## src/rtl/hazard_scoreboard_unit_pkg.sv

```systemverilog
// hazard_pkg: shared definitions for the hazard scoreboard unit.
//   - forwarding select encodings (FWD_REG / FWD_MEM / FWD_WB)
//   - shadow scoreboard control entry {valid, regwrite, is_load}
//   - serialise FSM state encoding (IDLE, DRAIN)
//   - eff_writer(): "this entry really writes a non-x0 register"
package hazard_pkg;

  localparam logic [1:0] FWD_REG = 2'b00;
  localparam logic [1:0] FWD_MEM = 2'b01;
  localparam logic [1:0] FWD_WB  = 2'b10;

  // Control half of a shadow entry. The destination index lives beside it
  // as a plain vector because its width is a module parameter.
  typedef struct packed {
    logic valid;
    logic regwrite;
    logic is_load;
  } shadow_ctl_t;

  typedef enum logic {
    IDLE  = 1'b0,
    DRAIN = 1'b1
  } drain_state_e;

  // x0 is hard-wired zero, so a write to it is never a real producer.
  function automatic logic eff_writer(input shadow_ctl_t ctl, input logic rd_nonzero);
    return ctl.valid && ctl.regwrite && rd_nonzero;
  endfunction

endpackage

```

## src/rtl/hazard_scoreboard_unit_fwd_match.sv

```systemverilog
// hazard_fwd_match: forwarding select for one EX operand.
//   rs, rs_used   operand index held in the E shadow entry and its read flag
//   m_rd, m_ok    M destination; m_ok = effective writer that is not a load
//   w_rd, w_ok    W destination; w_ok = effective writer
//   fwd_sel       FWD_MEM if M matches, else FWD_WB if W matches, else FWD_REG
module hazard_fwd_match
  import hazard_pkg::*;
#(
  parameter int REG_ADDR_W = 5
) (
  input  logic [REG_ADDR_W-1:0] rs,
  input  logic                  rs_used,
  input  logic [REG_ADDR_W-1:0] m_rd,
  input  logic                  m_ok,
  input  logic [REG_ADDR_W-1:0] w_rd,
  input  logic                  w_ok,
  output logic [1:0]            fwd_sel
);

  logic m_hit;
  logic w_hit;

  always_comb begin
    m_hit = rs_used && m_ok && (rs == m_rd);
    w_hit = rs_used && w_ok && (rs == w_rd);
    // M is the younger producer, so it wins over W.
    if (m_hit)      fwd_sel = FWD_MEM;
    else if (w_hit) fwd_sel = FWD_WB;
    else            fwd_sel = FWD_REG;
  end

endmodule

```

## src/rtl/hazard_scoreboard_unit.sv

```systemverilog
// hazard_scoreboard_unit: shadow scoreboard of in-flight destinations (E, M, W)
// producing forwarding selects, load-use stalls, serialising drains for
// CSR/fence instructions and redirect flushes.
//
// Ports:
//   clk, rst                synchronous active-high reset
//   dec_valid ... dec_serialize   decode-stage instruction fields
//   ex_redirect             taken branch/jump in E
//   stall_f, stall_d        hold PC / F-D register
//   flush_d, flush_e        clear F-D register / bubble into D-E register
//   fwd_sel                 2 bits per EX operand (00 regfile, 01 M, 10 W)
//   drain_busy              serialise FSM is in DRAIN
//
// Optional: define HAZARD_PERF_CNT_EN to add saturating performance counters
//   perf_stall_cycles, perf_flush_events, perf_fwd_hits (PERF_W bits each).
module hazard_scoreboard_unit
  import hazard_pkg::*;
#(
  parameter int REG_ADDR_W = 5,
  parameter int NUM_SRC    = 2,
  parameter int PERF_W     = 32
) (
  input  logic                          clk,
  input  logic                          rst,
  input  logic                          dec_valid,
  input  logic [NUM_SRC*REG_ADDR_W-1:0] dec_rs,
  input  logic [NUM_SRC-1:0]            dec_rs_used,
  input  logic [REG_ADDR_W-1:0]         dec_rd,
  input  logic                          dec_regwrite,
  input  logic                          dec_is_load,
  input  logic                          dec_serialize,
  input  logic                          ex_redirect,
  output logic                          stall_f,
  output logic                          stall_d,
  output logic                          flush_d,
  output logic                          flush_e,
  output logic [NUM_SRC*2-1:0]          fwd_sel,
  output logic                          drain_busy
`ifdef HAZARD_PERF_CNT_EN
  ,
  output logic [PERF_W-1:0]             perf_stall_cycles,
  output logic [PERF_W-1:0]             perf_flush_events,
  output logic [PERF_W-1:0]             perf_fwd_hits
`endif
);

  if (NUM_SRC < 1 || NUM_SRC > 3 || PERF_W < 1) begin : g_bad_cfg
    $error("hazard_scoreboard_unit: NUM_SRC must be 1..3 and PERF_W >= 1");
  end

  // Shadow entries: _p0 = E, _p1 = M, _p2 = W.
  shadow_ctl_t                   e_ctl_p0, m_ctl_p1, w_ctl_p2;
  logic [REG_ADDR_W-1:0]         e_rd_p0, m_rd_p1, w_rd_p2;
  logic [NUM_SRC*REG_ADDR_W-1:0] e_rs_p0;
  logic [NUM_SRC-1:0]            e_rs_used_p0;

  drain_state_e state_q, state_d;

  logic                 e_eff, m_fwd_ok, w_fwd_ok;
  logic                 rs_hits_e, load_use, pipe_not_empty, hold, issue;
  logic [NUM_SRC*2-1:0] fwd_raw;
  logic                 unused_w_load;

  // A load sitting in W has already produced its data, so W's load flag
  // carries no information for forwarding.
  assign unused_w_load = w_ctl_p2.is_load;

  assign e_eff          = eff_writer(e_ctl_p0, e_rd_p0 != '0);
  assign m_fwd_ok       = eff_writer(m_ctl_p1, m_rd_p1 != '0) && !m_ctl_p1.is_load;
  assign w_fwd_ok       = eff_writer(w_ctl_p2, w_rd_p2 != '0);
  assign pipe_not_empty = e_ctl_p0.valid || m_ctl_p1.valid || w_ctl_p2.valid;
  assign issue          = dec_valid && !stall_d && !flush_e;

  always_comb begin
    rs_hits_e = 1'b0;
    for (int i = 0; i < NUM_SRC; i++) begin
      if (dec_rs_used[i] && (dec_rs[i*REG_ADDR_W +: REG_ADDR_W] == e_rd_p0))
        rs_hits_e = 1'b1;
    end
    load_use = dec_valid && e_eff && e_ctl_p0.is_load && rs_hits_e;
    hold     = load_use || (dec_serialize && dec_valid && pipe_not_empty);
  end

  // Forwarding selects come purely from registered state.
  for (genvar i = 0; i < NUM_SRC; i++) begin : g_fwd
    hazard_fwd_match #(
      .REG_ADDR_W(REG_ADDR_W)
    ) u_match (
      .rs      (e_rs_p0[i*REG_ADDR_W +: REG_ADDR_W]),
      .rs_used (e_rs_used_p0[i]),
      .m_rd    (m_rd_p1),
      .m_ok    (m_fwd_ok),
      .w_rd    (w_rd_p2),
      .w_ok    (w_fwd_ok),
      .fwd_sel (fwd_raw[i*2 +: 2])
    );
  end

  assign fwd_sel    = rst ? '0 : fwd_raw;
  assign drain_busy = !rst && (state_q == DRAIN);

  // Stall/flush priority and serialise FSM next state.
  always_comb begin
    stall_f = 1'b0;
    stall_d = 1'b0;
    flush_d = 1'b0;
    flush_e = 1'b0;
    state_d = state_q;

    if (!rst) begin
      if (ex_redirect) begin
        flush_d = 1'b1;
        flush_e = 1'b1;
      end else if (hold) begin
        stall_f = 1'b1;
        stall_d = 1'b1;
        flush_e = 1'b1;
      end
    end

    case (state_q)
      IDLE:    if (dec_valid && dec_serialize && pipe_not_empty) state_d = DRAIN;
      DRAIN:   if (!pipe_not_empty) state_d = IDLE;
      default: state_d = IDLE;
    endcase
    if (ex_redirect) state_d = IDLE;
  end

  always_ff @(posedge clk) begin
    if (rst) state_q <= IDLE;
    else     state_q <= state_d;
  end

  // ---- shadow advance: decode -> E (p0) -> M (p1) -> W (p2) ----
  always_ff @(posedge clk) begin
    if (rst) begin
      e_ctl_p0     <= '0;
      m_ctl_p1     <= '0;
      w_ctl_p2     <= '0;
      e_rs_used_p0 <= '0;
    end else begin
      w_ctl_p2 <= m_ctl_p1;
      m_ctl_p1 <= e_ctl_p0;
      if (issue) begin
        e_ctl_p0     <= '{valid: 1'b1, regwrite: dec_regwrite, is_load: dec_is_load};
        e_rs_used_p0 <= dec_rs_used;
      end else begin
        // Bubble: also drop the read flags so a dead slot never forwards.
        e_ctl_p0     <= '0;
        e_rs_used_p0 <= '0;
      end
    end
  end

  always_ff @(posedge clk) begin
    w_rd_p2 <= m_rd_p1;
    m_rd_p1 <= e_rd_p0;
    e_rd_p0 <= dec_rd;
    e_rs_p0 <= dec_rs;
  end

`ifdef HAZARD_PERF_CNT_EN
  function automatic logic [PERF_W-1:0] sat_inc(input logic [PERF_W-1:0] v, input logic en);
    return (en && !(&v)) ? v + PERF_W'(1) : v;
  endfunction

  always_ff @(posedge clk) begin
    if (rst) begin
      perf_stall_cycles <= '0;
      perf_flush_events <= '0;
      perf_fwd_hits     <= '0;
    end else begin
      perf_stall_cycles <= sat_inc(perf_stall_cycles, stall_d);
      perf_flush_events <= sat_inc(perf_flush_events, ex_redirect);
      perf_fwd_hits     <= sat_inc(perf_fwd_hits, |fwd_sel);
    end
  end
`endif

endmodule

```

## config.mk

```make
export PLATFORM = sky130hd
export DESIGN_NAME = hazard_scoreboard_unit
export DESIGN_NICKNAME = d
export VERILOG_FILES = /design/src/rtl/hazard_scoreboard_unit_pkg.sv /design/src/rtl/hazard_scoreboard_unit_fwd_match.sv /design/src/rtl/hazard_scoreboard_unit.sv
export SDC_FILE = /design/constraint.sdc
export NUM_CORES = 1
export LEC_CHECK = 0
export CAP_MARGIN = 20
export CORE_MARGIN = 4
export CORE_UTILIZATION = 47
export CTS_CLUSTER_DIAMETER = 100
export DETAILED_ROUTE_END_ITERATION = 8
export HOLD_SLACK_MARGIN = 0.06
export MAX_ROUTING_LAYER = met4
export PLACE_DENSITY = 0.77
export SKIP_CTS_REPAIR_TIMING = 1
export SYNTH_ARGS = -nofsm -noshare
export SYNTH_HDL_FRONTEND = slang
export SYNTH_SLANG_ARGS = --single-unit
```

## constraint.sdc

```tcl
create_clock -name clk -period 1.8 [get_ports clk]
set_clock_uncertainty 0.05 [all_clocks]
set_input_delay 0.36 -clock clk [delete_from_list [all_inputs] [get_ports clk]]
set_output_delay 0.36 -clock clk [all_outputs]
set_load 0.005 [all_outputs]
```

==> results.json <==
{
  "outcome": "finished with violations",
  "violations": "negative setup slack",
  "cts_sinks": 36,
  "drtPass1Iterations": 4,
  "num_io_pins": 33,
  "critPathRequiredTime_ns": 1.39,
  "p_leak_nw": 0.889,
  "netlist_top_cells_area": "dfxtp_1 54%, xnor2_1 12%, xor2_1 7.9%",
  "drv_cap": 0,
  "drt_iter0_drc": 16,
  "synthArstFlopShare_pct": 0,
  "n_antenna_cell": 0,
  "netlist_instances": 123,
  "yosysSeqAreaShare_pct": 53.9,
  "clk_pin_slew_ns": 0.11,
  "ys_types": 25,
  "relSlewSlack_pct": 80.7,
  "clk_latency_ns": 0.33,
  "grt_pass1_wl_mm": 4.68,
  "dp_hpwl_mm": 2.38,
  "synth.top_cell.area_share_pct": 53.9,
  "powerDensity_nw_per_um2": 804,
  "setup_ws_ns": -0.516,
  "core_area_um2": 2730,
  "nets": 209,
  "initial_core_util_pct": 48.9,
  "syn_area_per_cell_um2": 10.9,
  "syn-cell-area_um2": 1340,
  "die_w_um": 61.3,
  "drv_slew": 0,
  "crit_arrival_ns": 1.91,
  "setup_violations": 7,
  "via_per_inst": 4.98,
  "via_count": 1081,
  "max_freq_mhz": 432,
  "grt_pass1_vias": 1092,
  "synth_ff_type": "dfxtp_1",
  "syn_to_final_growth_pct": 51.7,
  "placementRows": 19,
  "ir_drop_mv": 1.27,
  "antenna_found_initial": 0,
  "cts_buffer_depth": 2,
  "min_path_type": "in2reg",
  "dp_cells": 209,
  "syn-num-nets": 147,
  "route.detailed.drc": 0,
  "gp_congestion": 0.815,
  "p_total_mw": 1.63,
  "synth_edf_count": 0,
  "rsz0062_at_grt": "true",
  "htree_levels": 2,
  "post-route-period-util_pct": 129,
  "grt_overflow": 0,
  "synth_top_area_cell": "dfxtp_1",
  "wl_mm": 3.17,
  "critPathLaunchType": "register",
  "grt_max_degree": 13,
  "wl_per_cell_um": 14.6,
  "antenna_left": 0,
  "ys_ff_latch": 36,
  "numCtsBuffers": 5,
  "min_period_ns": 2.32,
  "die_area_um2": 3760,
  "cts_tree": "yes",
  "drive_gt1_share_pct": 32.8,
  "synth_warnings": 0,
  "root_buffer": "clkbuf_4",
  "setup.worst_path.end_class": "primary output",
  "crit_type": "reg2out",
  "hold_viol_final": 0,
  "finalNonFillerCells": 217,
  "worstMarginPinSlew_ns": 0.286,
  "die_h_um": 61.3,
  "portBuffers": 32,
  "grtUsageTotal_pct": 18.1,
  "crit_path_max_fanout": 3,
  "synth_most_common_cell": "dfxtp_1",
  "synthTopCellsByCount": "36 x dfxtp_1, 18 x xnor2_1, 12 x xor2_1"
}
[state kept, by name, summed over array words and instances, names as in the netlist]
signal        count
m_rd_p1           5
state_q           1
w_rd_p2           5
w_ctl_p2          2
m_ctl_p1          3
e_rd_p0           5
e_rs_p0          10
e_ctl_p0          3
e_rs_used_p0      2
[per-stage QoR]
step / utilization, % / setup WS [ns] / hold WS [ns] / TNS [ns] / instance area [um2]
after floorplan: - / 0.0299 / 0.335 / 0 / 1340
after global placement: 68.6 / -0.699 / 0.375 / -4.39 / 1880
after detailed placement: 68.6 / -0.744 / 0.379 / -4.61 / 1880
after CTS: 71.6 / -0.908 / 0.388 / -5.95 / 1960
after global routing: 74.2 / -0.603 / 0.0997 / -3.00 / 2030
final: 74.2 / -0.516 / 0.120 / -2.43 / 2030
[worst max-delay path, stage by stage, from the launching register on]
cell and delay (ns):
dfxtp_2 0.34, or4_4 0.54, o2111ai_4 0.23, nand4b_1 0.17, nor3b_2 0.17, buf_2 0.13
[routing by layer]
layer / wire (um) / vias up / share of wire [%] / GRT usage (%)
li1: - / 553 / - / -
met1: 1410 / 498 / 44 / 21.0
met2: 1600 / 23 / 50 / 29.2
met3: 100 / 7 / 3.2 / 4.40
met4: 68 / 0 / 2.1 / 9.09
met5: 0 / - / 0 / -
[kinds of logic (layout without fill, tap and decap cells)]
logic type,Yosys count,count (layout),share of synthesized area [%]
AO/OA/AOI/OAI,13,13,6.74
XOR/XNOR,30,30,19.6
buffers and inverters,5,68,1.68
flip-flops,36,36,53.9
AND/OR/NAND/NOR,39,39,18.1
[area by class of cell]
class	count	area, um2
Clock inverter	3	42.5
Sequential cell	36	736
Fill cell	191	704
Tap cell	31	38.8
Clock buffer	5	37.5
Timing Repair Buffer	58	507
Inverter	2	7.51
Multi-Input combinational cell	82	661
[power by group]
part           switching, mW  internal, mW  total (mW)
Sequential            0.0350         0.831       0.866
Combinational         0.0774         0.131       0.208
Clock                  0.268         0.289       0.557
[worst paths after layout]
kind | from | to | slack, ns | depth (start not counted)
worst min register to register | m_rd_p1[4]$_DFF_P_ | w_rd_p2[4]$_DFF_P_ | 0.42 | 0
worst max register to register | w_ctl_p2[2]$_SDFF_PP0_ | e_rs_used_p0[0]$_SDFF_PP0_ | 0.50 | 5
worst min-delay path | dec_rs[7] | e_rs_p0[7]$_DFF_P_ | 0.12 | 1
worst max-delay path | m_rd_p1[0]$_DFF_P_ | fwd_sel[3] | -0.52 | 5
[placed cells by master (no fill, tap or decap), drive strengths merged, types with 3 or more instances in the layout]
cell            n
dfxtp          36
buf            31
xnor2          18
clkdlybuf4s50  13
xor2           12
dlymetal6s2s   11
nand4           8
clkbuf          8
a21oi           7
nor2b           7
nor3            5
nor4            5
nor2            3
nand2           3
nand3           3
(Power assumes the default switching activity.)
